==> src/rtl/button_event_decoder_pkg.sv <==
// Shared definitions for the button event decoder: state encoding and timing
// defaults derived from the common board clock.
package button_event_decoder_pkg;

    localparam int unsigned CLK_HZ            = 32'd100_000_000;
    localparam int unsigned DEF_LONG_CYCLES   = CLK_HZ / 32'd2;
    localparam int unsigned DEF_REPEAT_CYCLES = CLK_HZ / 32'd10;
    localparam int unsigned DEF_DCLICK_CYCLES = CLK_HZ / 32'd8;
    localparam int unsigned DEF_CNT_W         = 32'd27;

    typedef enum logic [2:0] {
        ST_IDLE   = 3'd0,
        ST_PRESS1 = 3'd1,
        ST_LONG   = 3'd2,
        ST_GAP    = 3'd3,
        ST_PRESS2 = 3'd4
    } state_t;

    function automatic logic is_held(input state_t s);
        return (s == ST_PRESS1) || (s == ST_PRESS2) || (s == ST_LONG);
    endfunction

endpackage

==> src/rtl/button_event_decoder_if.sv <==
// Debounced button level in, gesture pulses out.
interface button_event_decoder_if;

    logic level_in;
    logic press_pulse;
    logic release_pulse;
    logic click_pulse;
    logic double_pulse;
    logic long_pulse;
    logic repeat_pulse;
    logic held;

    modport slave (
        input  level_in,
        output press_pulse, release_pulse, click_pulse, double_pulse,
               long_pulse, repeat_pulse, held
    );

    modport master (
        output level_in,
        input  press_pulse, release_pulse, click_pulse, double_pulse,
               long_pulse, repeat_pulse, held
    );

endinterface

==> src/rtl/button_event_decoder_event_timer.sv <==
// Shared up-counter with synchronous clear and a terminal-count compare
// against a run-time limit, so one counter serves all gesture phases.
module event_timer #(
    parameter int unsigned CNT_W = 32'd27
) (
    input  logic             clk,
    input  logic             reset,
    input  logic             i_clear,
    input  logic             i_enable,
    input  logic [CNT_W-1:0] i_limit,
    output logic             o_done
);

    logic [CNT_W-1:0] r_count;

    // Count register: clear wins over enable, otherwise hold.
    always_ff @(posedge clk or negedge reset) begin
        if (!reset) begin
            r_count <= '0;
        end else if (i_clear) begin
            r_count <= '0;
        end else if (i_enable) begin
            r_count <= r_count + CNT_W'(1);
        end else begin
            r_count <= r_count;
        end
    end

    assign o_done = (r_count == i_limit);

endmodule

==> src/rtl/button_event_decoder.sv <==
// Turns a debounced button level into single-cycle press/release/click/
// double/long/repeat events plus a registered held flag.
module button_event_decoder
    import button_event_decoder_pkg::*;
#(
    parameter int unsigned LONG_CYCLES   = DEF_LONG_CYCLES,
    parameter int unsigned REPEAT_CYCLES = DEF_REPEAT_CYCLES,
    parameter int unsigned DCLICK_CYCLES = DEF_DCLICK_CYCLES,
    parameter int unsigned CNT_W         = DEF_CNT_W
) (
    input  logic                  clk,
    input  logic                  reset,
    button_event_decoder_if.slave bus
);

    localparam logic [CNT_W-1:0] LONG_LIM   = CNT_W'(LONG_CYCLES - 32'd1);
    localparam logic [CNT_W-1:0] DCLICK_LIM = CNT_W'(DCLICK_CYCLES - 32'd1);
    localparam logic [CNT_W-1:0] REP_LIM    =
        CNT_W'((REPEAT_CYCLES == 32'd0) ? 32'd0 : (REPEAT_CYCLES - 32'd1));
    localparam logic             REP_EN     = (REPEAT_CYCLES != 32'd0);

    state_t           r_state;
    state_t           w_state_nxt;
    logic             r_level_q;
    logic             w_rise;
    logic             w_fall;
    logic             w_tmr_clear;
    logic             w_tmr_en;
    logic             w_tmr_done;
    logic [CNT_W-1:0] w_limit;

    logic w_press_nxt, w_release_nxt, w_click_nxt, w_double_nxt;
    logic w_long_nxt, w_repeat_nxt;
    logic r_press, r_release, r_click, r_double, r_long, r_repeat, r_held;

    assign w_rise = bus.level_in & ~r_level_q;
    assign w_fall = ~bus.level_in & r_level_q;

    event_timer #(.CNT_W(CNT_W)) u_timer (
        .clk      (clk),
        .reset    (reset),
        .i_clear  (w_tmr_clear),
        .i_enable (w_tmr_en),
        .i_limit  (w_limit),
        .o_done   (w_tmr_done)
    );

    // Terminal count for the phase the FSM is currently timing.
    always_comb begin
        w_limit = LONG_LIM;
        case (r_state)
            ST_PRESS1, ST_PRESS2: w_limit = LONG_LIM;
            ST_LONG:              w_limit = REP_LIM;
            ST_GAP:               w_limit = DCLICK_LIM;
            default:              w_limit = LONG_LIM;
        endcase
    end

    // Next-state and pulse decode; level edges are tested before timer expiry.
    always_comb begin
        w_state_nxt   = r_state;
        w_tmr_clear   = 1'b0;
        w_tmr_en      = 1'b0;
        w_press_nxt   = 1'b0;
        w_release_nxt = 1'b0;
        w_click_nxt   = 1'b0;
        w_double_nxt  = 1'b0;
        w_long_nxt    = 1'b0;
        w_repeat_nxt  = 1'b0;
        case (r_state)
            ST_IDLE: begin
                w_tmr_clear = 1'b1;
                if (w_rise) begin
                    w_press_nxt = 1'b1;
                    w_state_nxt = ST_PRESS1;
                end else begin
                    w_state_nxt = ST_IDLE;
                end
            end
            ST_PRESS1, ST_PRESS2: begin
                if (w_fall) begin
                    w_release_nxt = 1'b1;
                    w_tmr_clear   = 1'b1;
                    w_state_nxt   = (r_state == ST_PRESS1) ? ST_GAP : ST_IDLE;
                end else if (w_tmr_done) begin
                    w_long_nxt  = 1'b1;
                    w_tmr_clear = 1'b1;
                    w_state_nxt = ST_LONG;
                end else begin
                    w_tmr_en = 1'b1;
                end
            end
            ST_LONG: begin
                if (w_fall) begin
                    w_release_nxt = 1'b1;
                    w_tmr_clear   = 1'b1;
                    w_state_nxt   = ST_IDLE;
                end else if (REP_EN && w_tmr_done) begin
                    w_repeat_nxt = 1'b1;
                    w_tmr_clear  = 1'b1;
                end else begin
                    // With repeat disabled the timer is parked to avoid wrapping.
                    w_tmr_en = REP_EN;
                end
            end
            ST_GAP: begin
                if (w_rise) begin
                    w_press_nxt  = 1'b1;
                    w_double_nxt = 1'b1;
                    w_tmr_clear  = 1'b1;
                    w_state_nxt  = ST_PRESS2;
                end else if (w_tmr_done) begin
                    w_click_nxt = 1'b1;
                    w_tmr_clear = 1'b1;
                    w_state_nxt = ST_IDLE;
                end else begin
                    w_tmr_en = 1'b1;
                end
            end
            default: begin
                w_tmr_clear = 1'b1;
                w_state_nxt = ST_IDLE;
            end
        endcase
    end

    // State and previous-level registers.
    always_ff @(posedge clk or negedge reset) begin
        if (!reset) begin
            r_state   <= ST_IDLE;
            r_level_q <= 1'b0;
        end else begin
            r_state   <= w_state_nxt;
            r_level_q <= bus.level_in;
        end
    end

    // Registered event outputs, one clock after the sampling edge.
    always_ff @(posedge clk or negedge reset) begin
        if (!reset) begin
            r_press   <= 1'b0;
            r_release <= 1'b0;
            r_click   <= 1'b0;
            r_double  <= 1'b0;
            r_long    <= 1'b0;
            r_repeat  <= 1'b0;
            r_held    <= 1'b0;
        end else begin
            r_press   <= w_press_nxt;
            r_release <= w_release_nxt;
            r_click   <= w_click_nxt;
            r_double  <= w_double_nxt;
            r_long    <= w_long_nxt;
            r_repeat  <= w_repeat_nxt;
            r_held    <= is_held(w_state_nxt);
        end
    end

    assign bus.press_pulse   = r_press;
    assign bus.release_pulse = r_release;
    assign bus.click_pulse   = r_click;
    assign bus.double_pulse  = r_double;
    assign bus.long_pulse    = r_long;
    assign bus.repeat_pulse  = r_repeat;
    assign bus.held          = r_held;

endmodule

==> src/flat_wrapper.sv <==
// flat-port wrapper written by rule: the top's interface ports become plain ports
module button_event_decoder_flat import button_event_decoder_pkg::*;
#(
    parameter int unsigned LONG_CYCLES   = DEF_LONG_CYCLES,
    parameter int unsigned REPEAT_CYCLES = DEF_REPEAT_CYCLES,
    parameter int unsigned DCLICK_CYCLES = DEF_DCLICK_CYCLES,
    parameter int unsigned CNT_W         = DEF_CNT_W
)
  (clk, reset, bus_level_in, bus_press_pulse, bus_release_pulse, bus_click_pulse, bus_double_pulse, bus_long_pulse, bus_repeat_pulse, bus_held);
  button_event_decoder_if bus_i ();
  input  logic clk;
  input  logic reset;
  input wire logic [$bits(bus_i.level_in)-1:0] bus_level_in;
  output wire logic [$bits(bus_i.press_pulse)-1:0] bus_press_pulse;
  output wire logic [$bits(bus_i.release_pulse)-1:0] bus_release_pulse;
  output wire logic [$bits(bus_i.click_pulse)-1:0] bus_click_pulse;
  output wire logic [$bits(bus_i.double_pulse)-1:0] bus_double_pulse;
  output wire logic [$bits(bus_i.long_pulse)-1:0] bus_long_pulse;
  output wire logic [$bits(bus_i.repeat_pulse)-1:0] bus_repeat_pulse;
  output wire logic [$bits(bus_i.held)-1:0] bus_held;
  assign bus_i.level_in = bus_level_in;
  assign bus_press_pulse = bus_i.press_pulse;
  assign bus_release_pulse = bus_i.release_pulse;
  assign bus_click_pulse = bus_i.click_pulse;
  assign bus_double_pulse = bus_i.double_pulse;
  assign bus_long_pulse = bus_i.long_pulse;
  assign bus_repeat_pulse = bus_i.repeat_pulse;
  assign bus_held = bus_i.held;
  button_event_decoder #(.LONG_CYCLES(LONG_CYCLES), .REPEAT_CYCLES(REPEAT_CYCLES), .DCLICK_CYCLES(DCLICK_CYCLES), .CNT_W(CNT_W)) u_core (.clk(clk), .reset(reset), .bus(bus_i));
endmodule
==> config.mk <==
export PLATFORM = sky130hd
export DESIGN_NAME = button_event_decoder_flat
export DESIGN_NICKNAME = d
export VERILOG_FILES = /design/src/rtl/button_event_decoder_pkg.sv /design/src/rtl/button_event_decoder_if.sv /design/src/rtl/button_event_decoder_event_timer.sv /design/src/rtl/button_event_decoder.sv /design/src/flat_wrapper.sv
export SDC_FILE = /design/constraint.sdc
export NUM_CORES = 1
export LEC_CHECK = 0
export CAP_MARGIN = 20
export CORE_ASPECT_RATIO = 0.6
export CORE_UTILIZATION = 62
export DETAILED_ROUTE_END_ITERATION = 10
export PLACE_DENSITY = 0.85
export SKIP_CTS_REPAIR_TIMING = 1
export SYNTH_ARGS = -nofsm -noshare
export SYNTH_HDL_FRONTEND = slang
export SYNTH_SLANG_ARGS = --single-unit
==> constraint.sdc <==
create_clock -name clk -period 3.08 [get_ports clk]
set_clock_uncertainty 0.2 [all_clocks]
set_input_delay 0.462 -clock clk [delete_from_list [all_inputs] [get_ports clk]]
set_output_delay 0.462 -clock clk [all_outputs]
set_load 0.05 [all_outputs]
==> flow_summary.ini, run 1 <==
[setup_path]
start_kind = flop
worst_path_max_delay_cell = dfrtp_1
crit_type = reg2reg
reg2regPathDepth = 5
reg2reg_slack_ps = 470
worstPathArrival_ps = 2560
cp-end-kind = flop
r2r-end = u_core.u_timer.r_count[8]$_DFFE_PN0P_
critPathMaxFanout = 25
worstPathRequired_ps = 3030
r2r_start = u_core.r_state[1]$_DFF_PN0_
slowest_delay_ps = 530
crit_chain = nor2b_4, or3_1, a2111o_1, o21ai_4, nor2_1

[clock_network]
h-tree-depth = 2
clk_latency_ps = 290
clk_pin_slew_ps = 70
numCtsBuffers = 5
clock_path_buffers = 2
cts_tree = yes
clockRootBuffer = clkbuf_8
cts_sinks = 38

[grt]
grt_remaining_overflow = 0
grt_pass1_vias = 1343
grt_usage_pct = 27.7
grt_pass1_wl_mm = 6.69
grt_start_max_net_pins = 39
antenna_found_initial = 0

[yosys]
syn-cell-area_sq_um = 1990
synth_top_flop_cell = dfrtp_1
synth_largest_area_cell = dfrtp_1
yosysUniqueCellTypes = 40
syn_nets = 206
synth-async-reset-ratio_pct = 100
syn_area_per_cell_sq_um = 9.85
synth_seq_cells = 38
synth_warnings = 0
synth-edff-count = 0
synth_top_area_share_pct = 47.8
ys_seq_area_share_pct = 47.8
synth_area_leaders = dfrtp_1 48%, xnor2_1 7.9%, nor2_1 7.0%
syn_inst = 202

[placement]
pre_cts_ws_ps = 475
place_inst = 248
place_congestion = 0.812
hpwlAfterDp_mm = 2.93
portBuffers = 9

[cells_and_area]
fin_cells = 256
mostFrequentLayoutCell = dfrtp_1
syn_to_final_growth_pct = 9.75
layout_common_cells = 38 x dfrtp_1, 37 x nor2_1, 18 x xnor2_1, 10 x nand2_1
layout.nets = 217
layout-drive-gt1-share_pct = 6.07
diodes = 0
fill_cells = 225

[sta]
hold_violations = 0
worst_slack_ps = 471
finalCriticalPeriod_ps = 2610
fmax_mhz = 383
slew_headroom_pct = 39.7
rsz0062_at_grt = no
worst_pin_slew_ps = 905
finalCritPeriodShare_pct = 84.7
setup_viol = 0
setup_tns_ps = 0
maxSlewViolCount = 0

[pwr]
p_per_area_nw_per_um2 = 617
clock_power_share_pct = 25.9
p_sw_mw = 0.487
finalPower_mw = 1.35
pwr-share-seq_pct = 46.7
p_leak_nw = 0.885
swShare_pct = 36.1
internal_power_mw = 0.861
vdd_ir_drop_max_v = 0.000493
combPwrFrac_pct = 27.4

[floorplan]
dieWidth_um = 75.1
ioPinCount = 10
start_util_pct = 67.1
row_count = 15
fp.coreArea_sq_um = 2970
die_h_um = 45.9
dieArea_sq_um = 3450

[detailed_routing]
vias_per_cell = 6.05
num_vias = 1550
ant_nets = 0
drt-initial-drc-count = 141
drc = 0
avgRoutedWirePerCell_um = 15.9
first_pass_iters = 4
wl_mm = 4.07

[min_path]
min_path_type = in2async

[status]
outcome = finished, final reports clean

[flow_run]
maxCapViolations = 0
through the flow:
stage	cell area, sq um	utilization, %	hold slack [ps]
2_1_floorplan	1990	-	-33.6
3_3_place_gp	2090	70.5	271
3_5_place_dp	2090	70.5	278
4_1_cts	2180	73.6	129
5_1_grt	2180	73.6	180
6_report	2180	73.6	93.7
worst max-delay path by stage:
stage                                     start                                      to  slack [ps]  depth (start not counted)
floorplan           u_core.r_state[1]$_DFF_PN0_  u_core.u_timer.r_count[22]$_DFFE_PN0P_        1000                          6
global placement    u_core.r_state[1]$_DFF_PN0_   u_core.u_timer.r_count[6]$_DFFE_PN0P_         600                          5
detailed placement  u_core.r_state[1]$_DFF_PN0_   u_core.u_timer.r_count[8]$_DFFE_PN0P_         480                          5
CTS                 u_core.r_state[1]$_DFF_PN0_   u_core.u_timer.r_count[8]$_DFFE_PN0P_         470                          5
global route        u_core.r_state[0]$_DFF_PN0_  u_core.u_timer.r_count[24]$_DFFE_PN0P_         310                          5
finish              u_core.r_state[1]$_DFF_PN0_   u_core.u_timer.r_count[8]$_DFFE_PN0P_         470                          5
registers in the layout, summed over array words and instances (netlist names):
register	flops
u_core.bus.click_pulse	1
u_core.bus.double_pulse	1
u_core.bus.held	1
u_core.bus.long_pulse	1
u_core.bus.press_pulse	1
u_core.bus.release_pulse	1
u_core.bus.repeat_pulse	1
u_core.r_level_q	1
u_core.r_state	3
u_core.u_timer.r_count	27
metal layers:
layer / wire (um) / part of all wire [%] / GRT usage [%]
met4: 99 / 2.4 / 13.3
met1: 2030 / 50 / 40.8
met2: 1730 / 43 / 38.0
met3: 200 / 4.9 / 6.64
met5: 0 / 0 / 0
logic make-up after synthesis:
| kind of cell | after synthesis | synth area share, % |
|---|---|---|
| flops | 38 | 47.8 |
| fa+ha+maj | 1 | 0.629 |
| compound gates | 19 | 7.17 |
| buf+inv | 9 | 2.52 |
| mux | 1 | 0.503 |
| xor+xnor | 27 | 11.9 |
| simple gates | 107 | 29.5 |
critical path, delay by kind of cell, from the launching register on:
| kind | cells | cell delay [ps] |
|---|---|---|
| flip-flops | 1 | 530 |
| AND/OR/NAND/NOR | 3 | 730 |
| AO/OA/AOI/OAI | 2 | 1000 |
power groups by stage:
| stage | logic (mW) | registers, mW | clock network, mW |
|---|---|---|---|
| after global placement | 0.353 | 0.629 | 0 |
| after CTS | 0.370 | 0.628 | 0.352 |
| after floorplan | 0.287 | 0.649 | 0 |
| after detailed placement | 0.368 | 0.638 | 0 |
| final | 0.370 | 0.630 | 0.349 |
| after global routing | 0.407 | 0.640 | 0.377 |
cell usage after synthesis, types with 2 or more instances:
library cell	count
a21oi_1	4
and2_1	4
and3_1	5
and4_1	8
buf_6	2
clkbuf_1	2
dfrtp_1	38
inv_1	4
nand2_1	10
nand2b_1	2
nand3_1	8
nand4_1	6
nand4b_1	2
nor2_1	37
nor2b_1	3
nor3_1	9
nor3b_1	2
nor4_1	3
o21ai_0	6
o221ai_1	2
xnor2_1	18
xor2_1	9
area by class of cell:
type                            count  area (sq um)  share of cell area (%)
Tap cell                           42          52.6                    2.41
Inverter                            4          15.0                   0.688
Sequential cell                    38           951                    43.6
Timing Repair Buffer                9          85.1                    3.90
Clock buffer                        7          86.3                    3.95
Clock inverter                      1          5.00                   0.229
Multi-Input combinational cell    155           988                    45.3
No activity file was read; power rests on OpenSTA's default activity.
==> inputs of run 2 (changes only) <==
--- a/config.mk
+++ b/config.mk
@@ -7,9 +7,9 @@
 export LEC_CHECK = 0
 export CAP_MARGIN = 20
 export CORE_ASPECT_RATIO = 0.6
-export CORE_UTILIZATION = 62
+export CORE_UTILIZATION = 59
 export DETAILED_ROUTE_END_ITERATION = 10
-export PLACE_DENSITY = 0.85
+export PLACE_DENSITY = 0.81
 export SKIP_CTS_REPAIR_TIMING = 1
 export SYNTH_ARGS = -nofsm -noshare
 export SYNTH_HDL_FRONTEND = slang
==> constraint.sdc (replaced) <==
create_clock -name clk -period 2.5 [get_ports clk]
set_clock_uncertainty 0.2 [all_clocks]
set_input_delay 0.375 -clock clk [delete_from_list [all_inputs] [get_ports clk]]
set_output_delay 0.375 -clock clk [all_outputs]
set_load 0.05 [all_outputs]
==> run 2 against run 1 <==
The flow now finishes with violations (negative hold slack). Highest routed layer unchanged. Cell area increased by 1.6%. Fmax is 11% higher. Die area grew 4.9%. Final cell count is 1.2% higher. Sequential share of layout area decreased by 0.69 points. Critical path type unchanged. Sequential cell count unchanged. Sequential power is 19% higher. Worst setup slack got worse by 310 ps.
==> flow_summary.ini, run 2 (synthesized netlist as in run 1, its figures left out) <==
[cells_and_area]
layout-drive-gt1-share_pct = 7.37
layout.nets = 220
mostFrequentLayoutCell = dfrtp_1
syn_to_final_growth_pct = 11.5
diodes = 0
fin_area_sq_um = 2220
top_register = u_core.u_timer.r_count
fill_cells = 227
largest_reg_flops = 27
layout_common_cells = 38 x dfrtp_1, 37 x nor2_1, 18 x xnor2_1, 10 x nand2_1
reg_top3 = u_core.u_timer.r_count x27, u_core.r_state x3

[detailed_routing]
first_pass_iters = 4
drc = 0
vias_per_cell = 6.03
avgRoutedWirePerCell_um = 17.0
wl_mm = 4.41
num_vias = 1563
ant_nets = 0
drt-initial-drc-count = 184

[setup_path]
start_kind = flop
worstPathRequired_ps = 2470
crit_type = reg2reg
worstPathArrival_ps = 2310
cp-end-kind = flop
critPathMaxFanout = 12

[placement]
hpwlAfterDp_mm = 3.22
portBuffers = 9
place_area_sq_um = 2130
place_congestion = 0.880
pre_cts_ws_ps = 68.7

[sta]
maxSlewViolCount = 0
worst_pin_slew_ps = 822
setup_tns_ps = 0
fmax_mhz = 427
finalCritPeriodShare_pct = 93.7
slew_headroom_pct = 45.2
worst_slack_ps = 158
hold_ws_ps = -24.1
setup_viol = 0
hold_violations = 38
finalCriticalPeriod_ps = 2340
rsz0062_at_grt = no

[grt]
grt_pass1_vias = 1482
antenna_found_initial = 0
grt_remaining_overflow = 0
grt_start_max_net_pins = 39
grt_usage_pct = 27.7
grt_pass1_wl_mm = 7.18

[pwr]
p_leak_nw = 0.904
swShare_pct = 36.0
pwr-share-seq_pct = 42.7
p_sw_mw = 0.630
clock_power_share_pct = 24.7
vdd_ir_drop_max_v = 0.000505
finalPower_mw = 1.75
p_per_area_nw_per_um2 = 789
combPwrFrac_pct = 32.6
internal_power_mw = 1.12

[clock_network]
clock_path_buffers = 2
numCtsBuffers = 5
clk_latency_ps = 290
cts_tree = yes
clk_pin_slew_ps = 70
h-tree-depth = 2
cts_sinks = 38
clockRootBuffer = clkbuf_8

[status]
violations = negative hold slack
outcome = complete, but fails checks

[floorplan]
start_util_pct = 65.4
fp.coreArea_sq_um = 3040
ioPinCount = 10
dieWidth_um = 77.0
dieArea_sq_um = 3620
die_h_um = 47.0
row_count = 15

[min_path]
min_path_type = in2async

[flow_run]
maxCapViolations = 0
-- run 2: worst paths after layout --
| path | start | end | slack [ps] | depth (start not counted) |
|---|---|---|---|---|
| max | u_core.r_state[2]$_DFF_PN0_ | u_core.bus.click_pulse$_DFF_PN0_ | 160 | 5 |
| min | reset | u_core.u_timer.r_count[21]$_DFFE_PN0P_ | -20 | 1 |
| max reg2reg | u_core.r_state[2]$_DFF_PN0_ | u_core.bus.click_pulse$_DFF_PN0_ | 160 | 5 |
| min reg2reg | u_core.u_timer.r_count[0]$_DFFE_PN0P_ | u_core.u_timer.r_count[0]$_DFFE_PN0P_ | 310 | 1 |
| max in group asynchronous | reset | u_core.u_timer.r_count[11]$_DFFE_PN0P_ | 1600 | 1 |
| min in group clk | u_core.u_timer.r_count[0]$_DFFE_PN0P_ | u_core.u_timer.r_count[0]$_DFFE_PN0P_ | 310 | 1 |
-- run 2: layout make-up --
cell class / instances / area [sq um] / share of cell area [%]
multi-input cells: 155 / 988 / 44.6
flip-flops and latches: 38 / 951 / 42.9
repair buffers: 12 / 120 / 5.41
clock buffers: 7 / 86.3 / 3.89
well taps: 42 / 52.6 / 2.37
inverters: 4 / 15.0 / 0.677
clock inverters: 1 / 5.00 / 0.226
-- run 2: worst max-delay path, cell delays in order (launching register included) --
cell       delay [ps]
dfrtp_1           610
nor2b_4            80
or3_1             400
a2111oi_2         490
nand2b_4          130
nor3_1            310
-- run 2: metal layers --
metal | GRT usage (%) | share of wire, % | up-vias
li1 | - | - | 739
met1 | 37.3 | 45 | 755
met2 | 43.8 | 44 | 59
met3 | 7.38 | 8.5 | 10
met4 | 12.7 | 1.9 | 0
met5 | 0 | 0 | -
-- run 2: power groups by stage --
stage / Sequential, mW / Clock [mW] / Combinational [mW]
6_report: 0.748 / 0.432 / 0.570
5_1_grt: 0.756 / 0.459 / 0.620
4_1_cts: 0.746 / 0.434 / 0.566
3_5_place_dp: 0.757 / 0 / 0.560
3_3_place_gp: 0.750 / 0 / 0.548
2_1_floorplan: 0.800 / 0 / 0.354
-- run 2: stage by stage --
step | util (%) | std cells
floorplan | - | 202
detailed placement | 70.0 | 251
CTS | 73.0 | 259
finish | 73.0 | 259
global route | 73.0 | 259
global placement | 70.0 | 251
